===== config.mk =====
export PLATFORM = sky130hd
export DESIGN_NAME = lpm_bustri_ctrl
export DESIGN_NICKNAME = d
export VERILOG_FILES = /design/src/rtl/lpm_bustri_pkg.sv /design/src/rtl/lpm_bustri_cnt.sv /design/src/rtl/lpm_bustri_ctrl.sv
export SDC_FILE = /design/constraint.sdc
export NUM_CORES = 1
export LEC_CHECK = 0
export BUFFER_PORTS_ARGS = -buffer_cell sky130_fd_sc_hd__buf_2
export CAP_MARGIN = 15
export CORE_MARGIN = 2
export CORE_UTILIZATION = 47
export CTS_BUF_LIST = sky130_fd_sc_hd__clkbuf_8
export DETAILED_ROUTE_END_ITERATION = 16
export HOLD_SLACK_MARGIN = 0.15
export PLACE_DENSITY = 0.8
export RECOVER_POWER = 100
export SLEW_MARGIN = 10
export SYNTH_ARGS = -nofsm -noshare
export SYNTH_HDL_FRONTEND = slang
export SYNTH_SLANG_ARGS = --single-unit

===== constraint.sdc =====
create_clock -name clock -period 1.6 [get_ports clock]
set_input_delay 0 -clock clock [delete_from_list [all_inputs] [get_ports clock]]
set_output_delay 0 -clock clock [all_outputs]
set_load 0.05 [all_outputs]

===== src/rtl/lpm_bustri_pkg.sv =====
// Shared definitions for the bus tri-state sequencer: state encoding and counter sizing.
// No logic, no latency.
// No flow control.
package lpm_bustri_pkg;

  typedef logic [1:0] state_t;

  localparam state_t ST_IDLE  = 2'd0;
  localparam state_t ST_DRIVE = 2'd1;
  localparam state_t ST_RECV  = 2'd2;
  localparam state_t ST_TURN  = 2'd3;

  // Width of the phase counter: enough bits for the longest phase, plus one.
  function automatic int cnt_width(input int drive_cycles, input int read_latency,
                                   input int turnaround);
    int m;
    m = drive_cycles;
    if (read_latency > m) m = read_latency;
    if (turnaround > m) m = turnaround;
    return $clog2(m) + 1;
  endfunction

endpackage


===== src/rtl/lpm_bustri_cnt.sv =====
// Loadable down-counter with a zero flag, timing the DRIVE, RECV and TURN phases.
// Load/decrement take effect at the next clock edge; zero is combinational from the count.
// No flow control; load has priority over decrement, and decrement saturates at zero.
module lpm_bustri_cnt #(
  parameter int cnt_w = 2
) (
  input  logic             clock,
  input  logic             sclr,
  input  logic             load,
  input  logic [cnt_w-1:0] load_val,
  input  logic             dec,
  output logic             zero
);

  logic [cnt_w-1:0] count_q;
  logic [cnt_w-1:0] count_d;

  // Next count: load a phase length, or step down towards zero.
  always_comb begin
    count_d = count_q;
    if (load) begin
      count_d = load_val;
    end else if (dec && (count_q != '0)) begin
      count_d = count_q - 1'b1;
    end
  end

  // Count register with synchronous clear.
  always_ff @(posedge clock) begin
    if (sclr) begin
      count_q <= '0;
    end else begin
      count_q <= count_d;
    end
  end

  assign zero = (count_q == '0);

endmodule


===== src/rtl/lpm_bustri_ctrl.sv =====
// Sequences write-drive / read-receive / turnaround phases for one tri-state bus buffer.
// Enables change one cycle after request acceptance; read data appears L+1 cycles after acceptance.
// Accepts a request only while ready=1; requests seen while busy are dropped, not queued.
module lpm_bustri_ctrl
  import lpm_bustri_pkg::*;
#(
  parameter int lpm_width        = 8,
  parameter int lpm_drive_cycles = 1,
  parameter int lpm_read_latency = 1,
  parameter int lpm_turnaround   = 1
) (
  input  logic                 clock,
  input  logic                 sclr,
  input  logic                 wr_req,
  input  logic [lpm_width-1:0] wr_data,
  input  logic                 rd_req,
  output logic                 ready,
  output logic [lpm_width-1:0] rd_data,
  output logic                 rd_valid,
  input  logic [lpm_width-1:0] bus_result,
  output logic [lpm_width-1:0] data,
  output logic                 enabledt,
  output logic                 enabletr
);

  localparam int CNT_W = cnt_width(lpm_drive_cycles, lpm_read_latency, lpm_turnaround);

  // The counter holds "cycles remaining minus one", so a phase ends when it reads zero.
  localparam logic [CNT_W-1:0] DRIVE_LOAD = CNT_W'(lpm_drive_cycles - 1);
  localparam logic [CNT_W-1:0] RECV_LOAD  = CNT_W'(lpm_read_latency - 1);
  localparam logic [CNT_W-1:0] TURN_LOAD  =
    CNT_W'((lpm_turnaround > 0) ? (lpm_turnaround - 1) : 0);
  localparam bit HAS_TURN = (lpm_turnaround > 0);

  state_t                 state_q, state_d;
  logic [lpm_width-1:0]   data_q, data_d;
  logic [lpm_width-1:0]   rd_data_q, rd_data_d;
  logic                   rd_valid_q, rd_valid_d;
  logic                   enabledt_q, enabledt_d;
  logic                   enabletr_q, enabletr_d;

  logic                   cnt_load;
  logic [CNT_W-1:0]       cnt_val;
  logic                   cnt_dec;
  logic                   cnt_zero;

  lpm_bustri_cnt #(
    .cnt_w(CNT_W)
  ) u_cnt (
    .clock   (clock),
    .sclr    (sclr),
    .load    (cnt_load),
    .load_val(cnt_val),
    .dec     (cnt_dec),
    .zero    (cnt_zero)
  );

  // State and registered outputs; reset drops both enables immediately.
  always_ff @(posedge clock) begin
    if (sclr) begin
      state_q    <= ST_IDLE;
      data_q     <= '0;
      rd_data_q  <= '0;
      rd_valid_q <= 1'b0;
      enabledt_q <= 1'b0;
      enabletr_q <= 1'b0;
    end else begin
      state_q    <= state_d;
      data_q     <= data_d;
      rd_data_q  <= rd_data_d;
      rd_valid_q <= rd_valid_d;
      enabledt_q <= enabledt_d;
      enabletr_q <= enabletr_d;
    end
  end

  // Next state and phase-counter control; writes win over simultaneous reads.
  always_comb begin
    state_d  = state_q;
    cnt_load = 1'b0;
    cnt_val  = '0;
    cnt_dec  = 1'b0;
    case (state_q)
      ST_IDLE: begin
        if (wr_req) begin
          state_d  = ST_DRIVE;
          cnt_load = 1'b1;
          cnt_val  = DRIVE_LOAD;
        end else if (rd_req) begin
          state_d  = ST_RECV;
          cnt_load = 1'b1;
          cnt_val  = RECV_LOAD;
        end
      end
      ST_DRIVE, ST_RECV: begin
        if (cnt_zero) begin
          if (HAS_TURN) begin
            state_d  = ST_TURN;
            cnt_load = 1'b1;
            cnt_val  = TURN_LOAD;
          end else begin
            state_d = ST_IDLE;
          end
        end else begin
          cnt_dec = 1'b1;
        end
      end
      ST_TURN: begin
        if (cnt_zero) begin
          state_d = ST_IDLE;
        end else begin
          cnt_dec = 1'b1;
        end
      end
      default: state_d = ST_IDLE;
    endcase
  end

  // Next values of the registered outputs; enables are mutually exclusive by construction.
  always_comb begin
    data_d     = data_q;
    rd_data_d  = rd_data_q;
    rd_valid_d = 1'b0;
    enabledt_d = 1'b0;
    enabletr_d = 1'b0;
    case (state_q)
      ST_IDLE: begin
        if (wr_req) begin
          data_d     = wr_data;
          enabledt_d = 1'b1;
        end else if (rd_req) begin
          enabletr_d = 1'b1;
        end
      end
      ST_DRIVE: enabledt_d = !cnt_zero;
      ST_RECV: begin
        if (cnt_zero) begin
          rd_data_d  = bus_result;
          rd_valid_d = 1'b1;
        end else begin
          enabletr_d = 1'b1;
        end
      end
      default: ;
    endcase
  end

  assign ready    = (state_q == ST_IDLE);
  assign data     = data_q;
  assign rd_data  = rd_data_q;
  assign rd_valid = rd_valid_q;
  assign enabledt = enabledt_q;
  assign enabletr = enabletr_q;

endmodule


==> impl_metrics.ini, run 1 <==
[logic_synthesis]
synth_nets = 132
muxShareOfSynthArea_pct = 2.244
syn_area_um2 = 892.1
synth_compound_area_share_pct = 14.73
ys_async_sr_fraction_pct = 0
yosysWarnings = 0
synth_top_area_share_pct = 49.37
synth.most_common_cell = nand2_1
synth_simple_gate_area_share_pct = 21.46
yosys-top-cells-count = nand2_1, dfxtp_1, a21oi_1, nand3_1, ha_1
ys_ff_latch = 22
synth_adder_area_share_pct = 8.415
synth_top_family_by_area = simple AND/OR/NAND/NOR gates
yosysTopAreaCell = dfxtp_1
avgSynthCellArea_um2 = 8.416
synthCells = 106
yosysUniqueCellTypes = 18
synth-edff-count = 0
ys_seq_area_share_pct = 49.37
synthTopCellsByArea = dfxtp_1, nand2_1, a21oi_1, ha_1, nand3_1
synthFlopType = dfxtp_1
synthXorXnorAreaFrac_pct = 0

[floorplan]
dieArea_um2 = 2262
fp.dieW_um = 47.57
io_pins = 40
num_rows = 15
dieHeight_um = 47.57
core_um2 = 1764
initial_utilization_pct = 50.57

[timing]
setup_tns_ps = 0
final.min_clock_period_ps = 1492
fin_crit_sh_pct = 93.26
setup_viol = 0
rsz0062_at_grt = no
fin_skew_ps = 2.842
timing.slew.headroom_pct = 58.71
fmax_mhz = 670.2
worstMarginPinSlew_ps = 622.0
drv_slew = 0
finalHoldViolCount = 0

[placement]
numPortBuffers = 39
dp_hpwl_um = 1458
place_congestion = 0.6925

[global_routing]
grt_pass1_wl_um = 3325
grt_usage_pct = 20.59
grt_pass1_vias = 862
grt_antenna_before_repair = 0
overflow = 0
grt_max_degree = 25

[detailed_routing]
routed_via_density = 4.856
drcViolationCount = 0
avgRoutedWirePerCell_um = 12.11
route.antenna.remaining_nets = 0
firstDrtPassIters = 4
vias = 908
drtIter0Drc = 14
wirelength_um = 2265

[final_layout]
n_antenna_cell = 0
n_fill_cell = 146
drive_gt1_share_pct = 17.90
multi_input_area_um2 = 432.9
seq_area_um2 = 442.9
syn_to_final_growth_pct = 51.05
final_nets = 189

[hold_path]
hold_path.class = reg -> reg

[pwr]
power_uw = 2294
ir_worst_vdd_uv = 1169
power_density_nw_per_um2 = 1703
p_leak_uw = 0.0005543

[clock_network]
cts_buffer_depth = 2
htreeDepth = 1
cts_tree = built
clock_sinks = 22
clk_transition_reported_paths_ps = 70
cts_buffers = 3
post_cts_buffers = 0
clock_latency_ps = 260
cts-root-buf = clkbuf_8

[critical_path]
crit_path_end_kind = flip-flop
crit_fanout = 4
path_class = reg -> reg
arrival_ps = 1660
required_ps = 1770
cp-start-kind = flip-flop

[run_status]
status = completed

[run]
cap_violations = 0
==> routing by layer <==
| metal | global-route usage [%] | routed length, um | vias up | part of all wire, % |
|---|---|---|---|---|
| li1 | - | - | 465 | - |
| met1 | 23.15 | 989 | 409 | 44 |
| met2 | 38.38 | 1141 | 28 | 50 |
| met3 | 3.774 | 94 | 6 | 4.2 |
| met4 | 7.568 | 40 | 0 | 1.8 |
| met5 | 0 | 0 | - | 0 |
==> cells by family after synthesis <==
family	after synthesis
AO/OA/AOI/OAI	23
AND/OR/NAND/NOR	45
multiplexers	2
buffers and inverters	8
adder cells (fa/ha/maj)	6
flip-flops	22
==> placed cells by master, fill, tap and decap left out, types with 2 or more instances in the layout <==
| master | Yosys | routed |
|---|---|---|
| nand2_1 | 28 | 28 |
| dfxtp_1 | 22 | 20 |
| a21oi_1 | 19 | 19 |
| dlygate4sd3_1 | 0 | 19 |
| buf_2 | 3 | 19 |
| clkbuf_1 | 3 | 19 |
| nand3_1 | 8 | 8 |
| ha_1 | 6 | 5 |
| nor2_1 | 4 | 4 |
| clkbuf_8 | 0 | 3 |
| inv_1 | 2 | 2 |
| nand2b_1 | 2 | 2 |
| mux2i_1 | 2 | 2 |
| dfxtp_2 | 0 | 2 |
==> power breakdown <==
group	leakage (uW)	switching, uW	internal [uW]
sequential	0.000181	68.0	666
clock	0.0000357	173	334
combinational	0.000338	751	303
==> through the flow <==
stage | cell area, um2 | setup WS [ps] | instances | hold WS, ps | utilization [%]
after floorplan | 894.6 | 137.3 | 106 | 103.5 | -
after global placement | 1095 | 120.3 | 164 | 241.7 | 62.06
after detailed placement | 1095 | 13.44 | 164 | 247.4 | 62.06
after CTS | 1358 | 10.40 | 187 | 455.0 | 76.95
after global routing | 1348 | 42.99 | 187 | 479.6 | 76.38
final | 1348 | 107.9 | 187 | 456.0 | 76.38
==> flip-flops by register name, indices dropped and copies added, names as in the netlist <==
| signal | count |
|---|---|
| state_q | 2 |
| rd_data | 8 |
| rd_valid | 1 |
| data | 8 |
| enabletr | 1 |
| enabledt | 1 |
| u_cnt.count_q | 1 |
==> final timing paths <==
| kind | startpoint | end | slack [ps] | depth (start not counted) |
|---|---|---|---|---|
| max | state_q[0]$_SDFFE_PP0P_ | state_q[0]$_SDFFE_PP0P_ | 110 | 5 |
| min | data[5]$_SDFFE_PP0P_ | data[5]$_SDFFE_PP0P_ | 460 | 2 |
| max reg2reg | state_q[0]$_SDFFE_PP0P_ | state_q[0]$_SDFFE_PP0P_ | 110 | 5 |
| min reg2reg | data[5]$_SDFFE_PP0P_ | data[5]$_SDFFE_PP0P_ | 460 | 2 |
==> critical path: stages, from the launching register on <==
cell and delay, ps:
dfxtp_2 370, inv_1 110, ha_4 270, o21a_1 210
a2111o_1 390, o31ai_1 70
==> final cells by class <==
| class | count | share of cell area, % |
|---|---|---|
| clock inverter | 1 | 2.228 |
| multi-input combinational | 76 | 32.13 |
| sequential | 22 | 32.87 |
| timing repair buffer | 58 | 26.83 |
| clock buffer | 3 | 3.064 |
| tap | 25 | 2.321 |
| inverter | 2 | 0.5571 |
==> what timing repair did <==
item / in CTS / in global routing
hold endpoints to repair: 19 / 0
setup endpoints to repair: 1 / 17
hold buffers: 19 / 0
resized for setup: 1 / 3
No activity file was read; power rests on OpenSTA's default activity.
==> run 2: changes to the inputs <==
- ABC_AREA: not set -> 1
==> run 2 against run 1 <==
Against the previous run: via count increased by 0.22%; die area shrank 3.1%; first-iteration DRC count rose by 100%; final cell count increased by 5.3%; utilization decreased by 0.59 points; maximum frequency down 0.18%; routed wire length fell by 7.6%.
==> impl_metrics.ini, run 2 <==
[placement]
dp_hpwl_um = 1387
dpl_worst_slack_ps = 290.6
place_congestion = 0.7410
postPlaceCellArea_um2 = 1081
numPortBuffers = 39

[logic_synthesis]
yosysTopAreaCell = dfxtp_1
yosysWarnings = 0
synth-edff-count = 0
synth.most_common_cell = nor2_1
yosysUniqueCellTypes = 13
synth_nets = 136
ys_ff_latch = 22
synthCells = 110
syn_area_um2 = 862.1
synthTopCellsByArea = dfxtp_1, nor2_1, ha_1, o21ai_0, nand2_1
ys_seq_area_share_pct = 51.09
synth_top_area_share_pct = 51.09
ys_async_sr_fraction_pct = 0
yosys-top-cells-count = nor2_1, dfxtp_1, o21ai_0, nand2_1, ha_1
synthFlopType = dfxtp_1
avgSynthCellArea_um2 = 7.837

[timing]
holdWs_ps = 489.8
drv_slew = 0
fmax_mhz = 669.0
rsz0062_at_grt = no
fin_skew_ps = 7.542
worstMarginPinSlew_ps = 624.1
fin_crit_sh_pct = 93.43
final.min_clock_period_ps = 1495
setup_tns_ps = 0
setup_slack_ps = 105.1
setup_viol = 0
finalHoldViolCount = 0
timing.slew.headroom_pct = 58.57

[clock_network]
clock_sinks = 22
cts-root-buf = clkbuf_8
clk_transition_reported_paths_ps = 80
htreeDepth = 1
cts_buffers = 3
cts_tree = built
post_cts_buffers = 0
clock_latency_ps = 260
cts_buffer_depth = 2

[hold_path]
hold_depth = 2
hold_path.class = reg -> reg
holdPathEnd = data[0]$_SDFFE_PP0P_
min_from = data[0]$_SDFFE_PP0P_

[detailed_routing]
vias = 910
routed_via_density = 4.619
drcViolationCount = 0
firstDrtPassIters = 4
avgRoutedWirePerCell_um = 10.62
wirelength_um = 2093
route.antenna.remaining_nets = 0
drtIter0Drc = 28

[final_layout]
drive_gt1_share_pct = 16.28
layout_commonest_cell = nor2_1
n_fill_cell = 137
n_antenna_cell = 0
fin_area_um2 = 1309
mostFrequentLayoutCells = nor2_1, dfxtp_1, dlygate4sd3_1, clkbuf_1, buf_2
final_nets = 199
syn_to_final_growth_pct = 51.81
final_util_pct = 75.80

[pwr]
power_density_nw_per_um2 = 1396
p_leak_uw = 0.0005889
ir_worst_vdd_uv = 814.4

[floorplan]
io_pins = 40
fp.dieW_um = 46.83
dieArea_um2 = 2193
num_rows = 15
dieHeight_um = 46.83
initial_utilization_pct = 49.93
core_um2 = 1727

[global_routing]
overflow = 0
grt_max_degree = 19
grt_pass1_wl_um = 3118
grt_usage_pct = 19.76
grt_antenna_before_repair = 0
grt_pass1_vias = 795

[critical_path]
timing.rr.end = enabletr$_SDFF_PP0_
cpMaxStageDelayCell = dlygate4sd3_1
cp-start-kind = flip-flop
cpLargestDelayFamily = buffers and inverters
timing.rr.start = state_q[0]$_SDFFE_PP0P_
arrival_ps = 1650
crit_path_end_kind = flip-flop
path_buf_inv = 2
reg2reg_depth = 5
path_cells = inv_2 -> ha_2 -> nand3_1 -> dlygate4sd3_1 -> a21oi_1
path_class = reg -> reg
crit_fanout = 4
r2r_slack_ps = 110
required_ps = 1750
slowest_delay_ps = 550

[run_status]
status = completed

[run]
cap_violations = 0
-- run 2: cell count changes in the layout (fill, tap and decap cells not counted), moves of 4 or more --
cell,before,now
a21oi_1,19,2
o21ai_1,0,4
nor2_1,4,39
nand2_1,28,11
inv_2,0,4
nand3_1,8,1
o21ai_0,0,15
-- run 2: worst max-delay path by stage --
stage	from	to	cells after the start
final	state_q[0]$_SDFFE_PP0P_	enabletr$_SDFF_PP0_	5
after global routing	state_q[0]$_SDFFE_PP0P_	rd_data[3]$_SDFFE_PP0P_	6
after CTS	state_q[0]$_SDFFE_PP0P_	enabletr$_SDFF_PP0_	5
after detailed placement	state_q[0]$_SDFFE_PP0P_	state_q[1]$_SDFFE_PP0P_	6
after global placement	state_q[0]$_SDFFE_PP0P_	state_q[1]$_SDFFE_PP0P_	6
after floorplan	state_q[0]$_SDFFE_PP0P_	state_q[0]$_SDFFE_PP0P_	7
-- run 2: what timing repair did --
item                       in CTS  in global routing
hold endpoints to repair       20                  0
hold buffers                   20                  0
setup endpoints to repair       0                  1
gates resized for setup         0                  3
-- run 2: cells by family (layout without fill, tap and decap cells) --
group / after synthesis / count (layout) / synth area share (%)
adders and majority gates: 6 / 6 / 8.708
DFF: 22 / 22 / 51.09
and+or+nand+nor: 52 / 52 / 23.66
AOI/OAI and AO/OA: 21 / 21 / 12.19
buffers and inverters: 9 / 71 / 4.353
-- run 2: cell type report --
type / count / area, um2 / share of cell area, %
Clock buffer: 4 / 55.05 / 4.206
Inverter: 8 / 30.03 / 2.294
Multi-Input combinational cell: 79 / 381.6 / 29.16
Sequential cell: 22 / 440.4 / 33.65
Tap cell: 25 / 31.28 / 2.390
Timing Repair Buffer: 59 / 370.4 / 28.30
-- run 2: routing by layer --
layer / share of wire (%) / global-route usage [%] / vias up
li1: - / - / 470
met1: 43 / 21.88 / 405
met3: 5.4 / 3.077 / 6
met4: 1.4 / 7.778 / 0
met5: 0 / 0 / -
met2: 50 / 37.26 / 29
-- run 2: stage by stage --
step	cells	total power (uW)
after floorplan	110	1269
after global placement	173	1416
after detailed placement	173	1438
after CTS	197	1860
after global routing	197	1929
final	197	1827
-- run 2: worst min-delay path, cell delays in order, from the launching register on --
cell     delay, ps
dfxtp_1        330
nor2_1          50
nor2_1          80
-- run 2: report_power, final --
group	internal, uW	total, uW	switching, uW
Combinational	184	744	560
Sequential	643	695	52.0
Clock	219	387	168
